$ cat config.mk
export PLATFORM = sky130hd
export DESIGN_NAME = cic_iq_decimator
export DESIGN_NICKNAME = d
export VERILOG_FILES = /design/src/rtl/cic_iq_decimator.sv
export SDC_FILE = /design/constraint.sdc
export NUM_CORES = 1
export LEC_CHECK = 0
export CORE_ASPECT_RATIO = 1.2
export CORE_MARGIN = 2
export CORE_UTILIZATION = 45
export DETAILED_ROUTE_END_ITERATION = 16
export SLEW_MARGIN = 10
export SYNTH_ARGS = -nofsm -noshare
export SYNTH_HDL_FRONTEND = slang
export SYNTH_SLANG_ARGS = --single-unit
$ cat constraint.sdc
create_clock -name clk -period 3.6 [get_ports clk]
set_input_delay 0.72 -clock clk [delete_from_list [all_inputs] [get_ports clk]]
set_output_delay 0.72 -clock clk [all_outputs]
set_load 0.02 [all_outputs]
$ cat src/rtl/cic_iq_decimator.sv
// Cascaded-integrator-comb decimator for a complex I/Q stream, R = 2**RL.
// Each decimated complex sample leaves as two adjacent one-cycle strobes:
// I first (out_q_nI=0), then Q (out_q_nI=1).
//
// Ports:
//   clk        clock, rising edge
//   reset_n    asynchronous active-low reset
//   in_valid   input I/Q pair valid (at most one per clk)
//   in_i/in_q  input samples, ISZ-bit two's complement
//   phase_clr  synchronous restart of the decimation phase counter
//   out_valid  output word strobe
//   out_q_nI   0: out carries I, 1: out carries Q
//   out        OSZ-bit rounded, saturated output word
module cic_iq_decimator #(
    parameter int unsigned ISZ = 12,
    parameter int unsigned OSZ = 16,
    parameter int unsigned N   = 3,
    parameter int unsigned RL  = 3
) (
    input  logic           clk,
    input  logic           reset_n,
    input  logic           in_valid,
    input  logic [ISZ-1:0] in_i,
    input  logic [ISZ-1:0] in_q,
    input  logic           phase_clr,
    output logic           out_valid,
    output logic           out_q_nI,
    output logic [OSZ-1:0] out
);

    localparam int unsigned GROW = N * RL;
    localparam int unsigned W    = ISZ + GROW;

    typedef enum logic [1:0] {
        S_IDLE,
        S_OUT_I,
        S_OUT_Q
    } state_t;

    logic [RL-1:0]  phase;
    logic           tick_c;
    // v[0] set on the tick edge; v[k] enables comb stage k; v[N+1] launches the I strobe
    logic [N+1:0]   v;

    logic [W-1:0]   integ_i [N];
    logic [W-1:0]   integ_q [N];
    logic [W-1:0]   comb_i  [N+1];
    logic [W-1:0]   comb_q  [N+1];
    logic [W-1:0]   dly_i   [N];
    logic [W-1:0]   dly_q   [N];

    logic [OSZ-1:0] sc_i_c;
    logic [OSZ-1:0] sc_q_c;
    logic [OSZ-1:0] q_hold;

    state_t         state_q;
    state_t         state_d;
    logic           out_valid_d;
    logic           out_q_nI_d;
    logic [OSZ-1:0] out_d;
    logic [OSZ-1:0] q_hold_d;

    // A tick is the input accepted with phase == R-1, unless phase_clr suppresses it
    assign tick_c = in_valid && !phase_clr && (&phase);

    // Phase counter and tick pipeline
    always_ff @(posedge clk or negedge reset_n) begin
        if (!reset_n) begin
            phase <= '0;
            v     <= '0;
        end else begin
            if (phase_clr) begin
                phase <= '0;
            end else if (in_valid) begin
                phase <= phase + RL'(1);
            end
            v <= {v[N:0], tick_c};
        end
    end

    // Integrators: wrap modulo 2**W by design, each stage fed by the previous stage's register
    always_ff @(posedge clk or negedge reset_n) begin
        if (!reset_n) begin
            for (int k = 0; k < int'(N); k++) begin
                integ_i[k] <= '0;
                integ_q[k] <= '0;
            end
        end else if (in_valid) begin
            integ_i[0] <= integ_i[0] + W'($signed(in_i));
            integ_q[0] <= integ_q[0] + W'($signed(in_q));
            for (int k = 1; k < int'(N); k++) begin
                integ_i[k] <= integ_i[k] + integ_i[k-1];
                integ_q[k] <= integ_q[k] + integ_q[k-1];
            end
        end
    end

    // Comb pipeline: snapshot at tick+1, stage k at tick+1+k, differential delay of one
    always_ff @(posedge clk or negedge reset_n) begin
        if (!reset_n) begin
            for (int k = 0; k <= int'(N); k++) begin
                comb_i[k] <= '0;
                comb_q[k] <= '0;
            end
            for (int k = 0; k < int'(N); k++) begin
                dly_i[k] <= '0;
                dly_q[k] <= '0;
            end
        end else begin
            if (v[0]) begin
                comb_i[0] <= integ_i[N-1];
                comb_q[0] <= integ_q[N-1];
            end
            for (int k = 1; k <= int'(N); k++) begin
                if (v[k]) begin
                    comb_i[k]  <= comb_i[k-1] - dly_i[k-1];
                    comb_q[k]  <= comb_q[k-1] - dly_q[k-1];
                    dly_i[k-1] <= comb_i[k-1];
                    dly_q[k-1] <= comb_q[k-1];
                end
            end
        end
    end

    // Output scaling: round-half-up shift down with saturation, or plain left shift when narrow
    if (W > OSZ) begin : g_shr
        localparam int unsigned SH = W - OSZ;
        localparam int unsigned WX = W + 1;
        localparam logic signed [WX-1:0] SMAX = WX'((2 ** (OSZ - 1)) - 1);
        localparam logic signed [WX-1:0] SMIN = WX'(-(2 ** (OSZ - 1)));

        function automatic logic [OSZ-1:0] scale(input logic [W-1:0] c);
            logic signed [WX-1:0] sum;
            logic signed [WX-1:0] shr;
            sum = $signed({c[W-1], c}) + $signed(WX'(1) << (SH - 1));
            shr = sum >>> SH;
            if (shr > SMAX) begin
                scale = OSZ'(SMAX);
            end else if (shr < SMIN) begin
                scale = OSZ'(SMIN);
            end else begin
                scale = OSZ'(shr);
            end
        endfunction

        assign sc_i_c = scale(comb_i[N]);
        assign sc_q_c = scale(comb_q[N]);
    end else begin : g_shl
        assign sc_i_c = OSZ'($signed(comb_i[N])) << (OSZ - W);
        assign sc_q_c = OSZ'($signed(comb_q[N])) << (OSZ - W);
    end

    // Serializer state register and output registers
    always_ff @(posedge clk or negedge reset_n) begin
        if (!reset_n) begin
            state_q   <= S_IDLE;
            out_valid <= 1'b0;
            out_q_nI  <= 1'b0;
            out       <= '0;
            q_hold    <= '0;
        end else begin
            state_q   <= state_d;
            out_valid <= out_valid_d;
            out_q_nI  <= out_q_nI_d;
            out       <= out_d;
            q_hold    <= q_hold_d;
        end
    end

    // Serializer next state: Q is captured with I so a following tick cannot disturb it
    always_comb begin
        state_d     = S_IDLE;
        out_valid_d = 1'b0;
        out_q_nI_d  = out_q_nI;
        out_d       = out;
        q_hold_d    = q_hold;
        if (v[N+1]) begin
            state_d     = S_OUT_I;
            out_valid_d = 1'b1;
            out_q_nI_d  = 1'b0;
            out_d       = sc_i_c;
            q_hold_d    = sc_q_c;
        end else if (state_q == S_OUT_I) begin
            state_d     = S_OUT_Q;
            out_valid_d = 1'b1;
            out_q_nI_d  = 1'b1;
            out_d       = q_hold;
        end
    end

endmodule
==> impl_results.md, run 1 <==
- Starting DRT DRC Count: 875
- # IOs: 46
- Least-Margin Pin Slew: 0.9395 ns
- Worst Path Required: 4.07 ns
- Initial antenna violation count: 0
- Switching Fraction: a little over a third
- Crit path capture type: flip-flop
- Row Count: 100
- P&R area growth vs syn: 11.59%
- Share of the synthesized area in the top cell type: 40.35%
- Worst slew margin: 37.36%
- Vias post-DR: 20630
- Sequential fraction of the synthesis area: between 40% and 50%
- Layout cells sized above 1: approximately 12%
- Synth Warn #: 0
- Clock Path Buffers: 3
- Hold Violations, Final: 0
- Total Routed Length: 54.78 mm
- Post-Syn Area: 28280 µm²
- Die Span X: between 200 and 250 µm
- Switch Pwr: around 0.008 W
- Seq pwr share: 30.3%
- Pleak: between 10 and 15 nW
- Combinational power share: between 40% and 50%
- Clock Skew: 0.02117 ns
- CTS root buf: clkbuf_16
- Register area: 11420 µm²
- Overall power: 0.02224 W
- First-pass GRT wire length: 95.99 mm
- Diode count: 0
- Largest net degree at the start of global routing: slightly above 100
- Total overflow reported by the global router: 0
- Commonest non-fill, non-tap cell in the layout: dfrtp_1
- CTS tree: built
- Int Power: roughly 0.014 W
- Post-route ant nets: 0
- Maximum VDD drop: 0.4343 mV
- Port Buffers: 45
- Clock sink count: 456
- Yosys reg bits: 456
- CTS Buf Count: 50
- DR pass1 iterations: 5
- Worst Path Arrival: 3.59 ns
- Die area: 64880 µm²
- Final period demand of the worst path: 3.120 ns
- Htree depth: 2
- Clock network power share: 24.8%
- Synth Net Count: 3213
- Post-DP HPWL: 39.85 mm
- RSZ-0062 raised after global routing: no
- Tcrit/Tclk final: 86.67%
- Post-Syn Instances: just under 3000
- Syn_area_per_cell: 9.643 µm²
- GRT Overall Usage: around 17%
- Wire per inst: 14.29 µm
- Max-cap violations: 0
- Ranking of synthesized cells by area: dfrtp_1 40%, ha_1 11%, mux2_2 8.2%, xnor2_1 5.1%, a21oi_1 3.8%
- Startpoint class of the critical path: input pin
- Total Nets Final: 3256
- Final Setup Violations: 0
- Status: finished clean
- Routability-driven placement congestion ratio: 0.8849
- Post-synth ARST share: 100.0%
- Skew-Pair Late Insertion Delay: 0.59 ns
- Hold WC Path Type: input pin to asynchronous set/reset pin
- Filler Cells Inserted: 5702
- Crit-path max FO: 3
- DR DRC count: 0
- Number of distinct library cells after synthesis: 64
- WS Path Type: input pin to flip-flop
- Post-synth EDFFs: 0
- Pins Over Slew Limit: 0
- Cell Pwr Density: 704.8 nW/µm²
- Most frequent cells in the layout: 452 x dfrtp_1, 265 x nand2_1, 242 x ha_1, 227 x inv_1, 217 x a21oi_1
- FMAX: 320.5 MHz
- Area taken by multi-input logic gates: ~16000 µm²
- Post-DR vias/cell: 5.382
- Core area: slightly above 60000 µm²
- Die Y-Extent: 278.6 µm
- Top FF cell, synth: dfrtp_1
- Setup Fix Bufs, Post-CTS: 0
- Placed insts: 3740
- Vias in the first global route: 20970
- Fin cells: 3833
- Clock transition at path regs: 0.06 ns
- Post_cts resized: 0
- Starting density of the core: 45.57%
- Hold Buf Count CTS: 0
- Cell taking the most area after synthesis: dfrtp_1
[routing by layer]
| layer | part of all wire [%] | GRT usage (%) | vias to the layer above |
|---|---|---|---|
| met2 | 49 | 30.67 | 251 |
| met5 | 0 | 0 | - |
| li1 | - | - | 10480 |
| met3 | 2.7 | 2.441 | 113 |
| met4 | 3.2 | 6.304 | 0 |
| met1 | 45 | 21.13 | 9783 |
[final cells by class]
cell class	instances	area share, %
Timing Repair Buffer	75	2.387
Tap cell	816	3.235
Clock buffer	67	4.583
Sequential cell	456	36.20
Clock inverter	26	1.130
Inverter	228	2.712
Multi-Input combinational cell	2165	49.76
[cells in the mapped netlist (all sizes together), types with 7 or more instances]
master  instances
a211o           8
a211oi         18
a21boi         11
a21o           76
a21oi         220
a31o            7
a31oi          30
and3           20
and4           17
buf             8
clkbuf         76
dfrtp         456
fa             10
ha            242
inv           228
mux2          207
mux2i          14
nand2         265
nand2b         17
nand3          55
nand4          29
nand4b          8
nor2          174
nor2b          44
nor3           30
o211ai         22
o21a           34
o21ai         223
o21bai         33
o22ai           7
o31a            7
o31ai          21
or2            13
or3            14
or4             9
xnor2         165
xor2           43
[cell families (layout without fill, tap and decap cells)]
logic type	count (synthesis)	in the layout	share of synthesized area (%)
muxes	221	221	8.737
adders and majority gates	252	252	11.41
xor gates and xnor gates	208	208	6.441
and+or+nand+nor	723	723	12.13
buffers and inverters	312	396	4.141
AOI/OAI and AO/OA	761	761	16.79
DFF	456	456	40.35
[power groups by stage]
stage               clock network (W)  registers [W]  logic [W]
floorplan                           0        0.00648    0.00820
global placement                    0        0.00679    0.00947
detailed placement                  0        0.00684    0.00988
CTS                           0.00571        0.00675    0.00998
global route                  0.00591        0.00686     0.0113
finish                        0.00552        0.00674    0.00999
[per-stage QoR]
step	cell area, µm²	hold WS, ns	util (%)	worst slack [ns]	TNS [ns]
floorplan	28280	0.3519	-	0.6495	0
global placement	29760	0.4633	47.95	0.005373	0
detailed placement	29760	0.4719	47.95	-0.1012	-0.1460
CTS	31560	0.1194	50.85	0.5240	0
global route	31560	0.1562	50.85	0.2786	0
finish	31560	0.1288	50.85	0.4797	0
[critical path: stages]
cell             delay (ns)
clkdlybuf4s50_1        0.46
ha_1                   0.16
inv_1                  0.05
fa_1                   0.39
nor2b_1                0.20
o31a_1                 0.18
o21ai_0                0.14
a211oi_1               0.23
buf_4                  0.15
nor3_1                 0.06
o31ai_1                0.31
xor2_1                 0.22
nand2_1                0.07
a22o_1                 0.24
[registers in the layout, summed over array words and instances, names as in the netlist, 2 cells and up]
register	cells
integ_i	63
state_q	2
v	5
comb_q	80
out	16
integ_q	63
comb_i	80
q_hold	16
dly_q	63
dly_i	63
phase	3
[worst paths after layout]
path	end	startpoint	cells past startpoint	slack (ns)
max	integ_i[62]	in_i[0]	14	0.48
max in group asynchronous	integ_q[53]	reset_n	2	2.59
max reg2reg	comb_i[60]	comb_i[63]	12	0.60
min	dly_q[1]	reset_n	1	0.13
min reg2reg	out[11]	out[11]	2	0.47
min in group clk	out[11]	out[11]	2	0.47
Power figures use the tool's default switching activity.
==> run 2, diff against run 1 <==
Settings changed: GPL_TIMING_DRIVEN from default to 0.
==> impl_results.md, run 2 (synthesized netlist as in run 1, its figures left out) <==
- Crit-path cells: clkdlybuf4s50_1 -> ha_1 -> inv_1 -> fa_1 -> nor2b_1 -> o31a_1 -> o21ai_0 -> a211oi_1 -> nor3_1 -> o31ai_1 -> xor2_1 -> nand2_1 -> a22o_1
- Largest net degree at the start of global routing: 110
- Pleak: 14.59 nW
- Total negative slack: 0 ns
- Startpoint class of the critical path: input pin
- Hold Buf Count CTS: 0
- Final period demand of the worst path: approximately 3.4 ns
- DR pass1 iterations: 5
- Least-Margin Pin Slew: 1.168 ns
- Wire per inst: 15.85 µm
- GRT Overall Usage: between 10% and 20%
- Diode count: 0
- Crit path capture type: flip-flop
- Total Nets Final: approximately 3300
- First-pass GRT wire length: ~100 mm
- Filler Cells Inserted: 5754
- DR DRC count: 0
- Clock Skew: a little under 0.02 ns
- Top flop regs: comb_i (80), comb_q (80)
- Post-route ant nets: 0
- Post_cts resized: 0
- Core area: 62060 µm²
- CTS Buf Count: 50
- Pins Over Slew Limit: 0
- Post-DR vias/cell: 5.385
- P&R area growth vs syn: 11.84%
- Row Count: 100
- Cell Pwr Density: 701.3 nW/µm²
- Htree depth: 2
- Slowest stage delay, CP: 0.47 ns
- Starting DRT DRC Count: 885
- Tcrit/Tclk final: between 90% and 100%
- Status: finished clean
- Maximum VDD drop: around 0.45 mV
- Vias post-DR: 20940
- # IOs: between 40 and 50
- CTS tree: built
- Fin cells: around 3900
- Dpl ws: -0.3235 ns
- Crit-path max FO: 3
- CTS root buf: clkbuf_16
- Vias in the first global route: 21320
- Most frequent cells in the layout: 456 x dfrtp_1, 265 x nand2_1, 242 x ha_1, 228 x inv_1, 217 x a21oi_1
- Clock transition at path regs: 0.06 ns
- Worst Path Required: 4.07 ns
- FMAX: 295.8 MHz
- Initial antenna violation count: 0
- Finished Cell Area: 31630 µm²
- Clock Path Buffers: 3
- RSZ-0062 raised after global routing: no
- Hold WC Path Type: input pin to asynchronous set/reset pin
- Starting density of the core: about 46%
- Die Y-Extent: ~280 µm
- Skew-Pair Late Insertion Delay: 0.59 ns
- Hold Violations, Final: 0
- Routability-driven placement congestion ratio: just under 0.9
- Final Worst Setup Slack: roughly 0.22 ns
- Die area: about 65000 µm²
- Max-cap violations: 0
- Placed instance area: 29860 µm²
- Layout cells sized above 1: 10.93%
- Die Span X: 232.9 µm
- Post-DP HPWL: ~47 mm
- Setup Fix Bufs, Post-CTS: 0
- WS Path Type: input pin to flip-flop
- Placed insts: 3797
- Worst slew margin: 22.12%
- Commonest non-fill, non-tap cell in the layout: dfrtp_1
- Final Setup Violations: 0
- CP max stage cell: clkdlybuf4s50_1
- Port Buffers: 44
- Worst Path Arrival: 3.85 ns
- Total overflow reported by the global router: 0
- Total Routed Length: a little over 60 mm
- Clock sink count: 456
==> run 2: cell count changes in the layout (fill, tap and decap cells not counted), sizes merged <==
| cell | before | now |
|---|---|---|
| clkbuf | 67 | 138 |
| buf | 32 | 13 |
| clkinvlp | 3 | 9 |
| inv | 231 | 228 |
| clkinv | 12 | 14 |
| bufinv | 8 | 7 |
==> run 2: cell type report <==
cell class | count | area (µm²) | share of cell area, %
multi-input cells | 2165 | 15700 | 49.63
flip-flops and latches | 456 | 11410 | 36.07
clock buffers | 62 | 1410 | 4.458
well taps | 816 | 1021 | 3.228
inverters | 228 | 855.8 | 2.706
repair buffers | 48 | 555.5 | 1.756
clock inverters | 30 | 362.8 | 1.147
plain buffers | 84 | 315.3 | 0.9968
==> run 2: critical path: cells and delay by family <==
kind | cells | cell delay (ns)
xor+xnor | 1 | 0.21
buf+inv | 2 | 0.53
fa+ha+maj | 2 | 0.60
simple gates | 3 | 0.43
compound gates | 5 | 1.37
==> run 2: path summary, 6_finish.rpt <==
kind / from / to / slack (ns) / depth (start not counted)
min in group clk: v[0] / v[1] / 0.40 / 0
worst max-delay path: in_i[0] / integ_i[62] / 0.22 / 13
worst max register to register: integ_i[42] / integ_i[62] / 0.45 / 12
worst min-delay path: reset_n / dly_q[3] / 0.10 / 1
worst min register to register: v[0] / v[1] / 0.40 / 0
max in group asynchronous: reset_n / integ_i[21] / 2.10 / 3
==> run 2: per-stage QoR <==
step / utilization [%] / power [W] / hold WS (ns)
3_5_place_dp: 48.11 / 0.01669 / 0.3848
5_1_grt: 50.97 / 0.02395 / 0.1355
2_1_floorplan: - / 0.01468 / 0.3519
4_1_cts: 50.97 / 0.02233 / 0.1033
6_report: 50.97 / 0.02218 / 0.1007
3_3_place_gp: 47.93 / 0.01619 / 0.3600
==> run 2: routing by layer <==
metal	vias up	track usage, %	part of all wire, %
li1	10630	-	-
met1	9917	22.55	43
met2	307	36.72	52
met3	91	2.492	3.1
met4	0	5.292	2.4
met5	-	0	0
==> run 2: power by group <==
group          switching (W)  total, W  internal (W)  leakage (nW)
sequential          0.000724   0.00668       0.00596          6.08
clock                0.00216   0.00545       0.00329         0.850
combinational        0.00523    0.0100       0.00482          7.65
total                0.00812    0.0222        0.0141          14.6
==> run 3, diff against run 2 <==
Settings changed: SLEW_MARGIN 10 to 20.
==> impl_results.md, run 3 (synthesized netlist as in run 1, its figures left out) <==
- Overall power: around 0.022 W
- Seq pwr share: 30.0%
- Initial antenna violation count: 0
- FMAX: 301.8 MHz
- Clock network power share: 24.9%
- Hold Violations, Final: 0
- Total overflow reported by the global router: 0
- Top flop regs: comb_i (80), comb_q (80)
- Commonest non-fill, non-tap cell in the layout: dfrtp_1
- Clock transition at path regs: ~0.060 ns
- GRT Overall Usage: approximately a fifth
- Int Power: 0.01421 W
- DR DRC count: 0
- Crit path capture type: flip-flop
- Die Span X: 232.9 µm
- Row Count: 100
- Post-route ant nets: 0
- Met3 wire length: 1.829 mm
- Worst Path Required: a little over 4 ns
- Least-Margin Pin Slew: 1.186 ns
- Filler Cells Inserted: 5710
- Crit-path max FO: 3
- Top Metal Used: met4
- Clock Path Buffers: 3
- Port Buffers: 44
- Crit path max-delay family: compound AO/OA/AOI/OAI gates
- Worst r2r path cells: 12
- Combinational power share: 45.1%
- Diode count: 0
- Post-DP HPWL: 46.77 mm
- Cell Pwr Density: 704.3 nW/µm²
- Skew-Pair Late Insertion Delay: between 0.5 and 0.6 ns
- R2r startpoint: integ_i[42]
- Final period demand of the worst path: between 3 and 4 ns
- Hold Buf Count CTS: 0
- Worst reg-to-reg setup slack: 0.52 ns
- Metal2 WL: 31.60 mm
- Wire per inst: 15.82 µm
- WS Path Type: input pin to flip-flop
- Final Setup Violations: 0
- Most frequent cells in the layout: 456 x dfrtp_1, 265 x nand2_1, 242 x ha_1, 228 x inv_1, 217 x a21oi_1
- Crit-path cells: clkdlybuf4s50_1 -> ha_1 -> inv_1 -> fa_1 -> nor2b_1 -> o31a_1 -> o21ai_0 -> a211oi_1 -> nor3_1 -> o31ai_1 -> xor2_1 -> nand2_1 -> a22o_1
- Met1 wire length: around 26 mm
- Pleak: 14.63 nW
- Pins Over Slew Limit: 0
- Post_cts resized: 0
- Switch Pwr: 0.008107 W
- RSZ-0062 raised after global routing: no
- P&R area growth vs syn: 12.06%
- Total negative slack: 0 ns
- Htree depth: 2
- CP max stage cell: clkdlybuf4s50_1
- Post-DR vias/cell: 5.388
- Dpl ws: -0.3001 ns
- CTS root buf: clkbuf_16
- CTS tree: built
- Worst slew margin: a little over a fifth
- Reg-to-Reg End: integ_i[62]
- Maximum VDD drop: 0.5471 mV
- Die area: ~65000 µm²
- Switching Fraction: 36.32%
- Clock Skew: 0.01012 ns
- Core area: 62060 µm²
- Layout cells sized above 1: a little over a tenth
- Starting DRT DRC Count: 889
- First-pass GRT wire length: between 100 and 150 mm
- Hold WC Path Type: input pin to asynchronous set/reset pin
- DR pass1 iterations: 5
- Tcrit/Tclk final: 92.04%
- Final Worst Setup Slack: 0.2865 ns
- Worst Path Arrival: 3.78 ns
- # IOs: 46
- Starting density of the core: 45.57%
- Largest net degree at the start of global routing: 102
- Clock sink count: 456
- Post-layout util: ~51%
- Total Nets Final: 3314
- Vias in the first global route: 21140
- Die Y-Extent: 278.6 µm
- Max-cap violations: 0
- CTS Buf Count: 50
- Setup Fix Bufs, Post-CTS: 0
- Total Routed Length: 61.50 mm
- WP buf/inv: 2
- Routability-driven placement congestion ratio: a little under 0.9
- Vias post-DR: 20950
- Status: finished clean
- Startpoint class of the critical path: input pin
- Slowest stage delay, CP: 0.48 ns
==> run 3: how the worst max path moves through the flow <==
stage                        start          end  slack [ns]  depth (start not counted)
after CTS                  in_i[0]  integ_i[62]        0.32                         13
after detailed placement   in_i[0]  integ_i[62]       -0.30                         13
after global placement     reset_n   integ_i[3]      -18.32                          1
after floorplan            in_i[0]  integ_i[62]        0.65                         12
after global routing      in_q[11]  integ_q[62]         0.1                         11
final                      in_i[0]  integ_i[62]        0.29                         13
==> run 3: power by group through the flow <==
| stage | Sequential, W | Combinational (W) | Clock, W |
|---|---|---|---|
| floorplan | 0.00648 | 0.00820 | 0 |
| global placement | 0.00674 | 0.00946 | 0 |
| detailed placement | 0.00678 | 0.00992 | 0 |
| CTS | 0.00668 | 0.0100 | 0.00570 |
| global route | 0.00680 | 0.0113 | 0.00592 |
| finish | 0.00669 | 0.0101 | 0.00556 |
==> run 3: per-layer routing <==
layer  GRT usage (%)  vias to the layer above
met1           22.72                     9941
met4           6.647                        0
met3           2.492                      106
li1                -                    10580
met5               0                        -
met2           35.46                      319
==> run 3: area by class of cell <==
class	instances	area (µm²)	share of cell area (%)
clock inverters	22	332.8	1.050
well taps	816	1021	3.222
multi-input cells	2165	15700	49.54
plain buffers	84	315.3	0.9949
inverters	228	855.8	2.700
clock buffers	68	1473	4.647
flip-flops and latches	456	11410	36.01
repair buffers	49	583.1	1.840
==> run 3: metrics by stage <==
stage          area [µm²]  hold slack (ns)  instances
6_report            31690           0.1260       3888
5_1_grt             31690           0.1694       3888
4_1_cts             31690           0.1495       3888
3_5_place_dp        29890           0.3848       3798
3_3_place_gp        29740           0.3600       3793
2_1_floorplan       28280           0.3519       2933
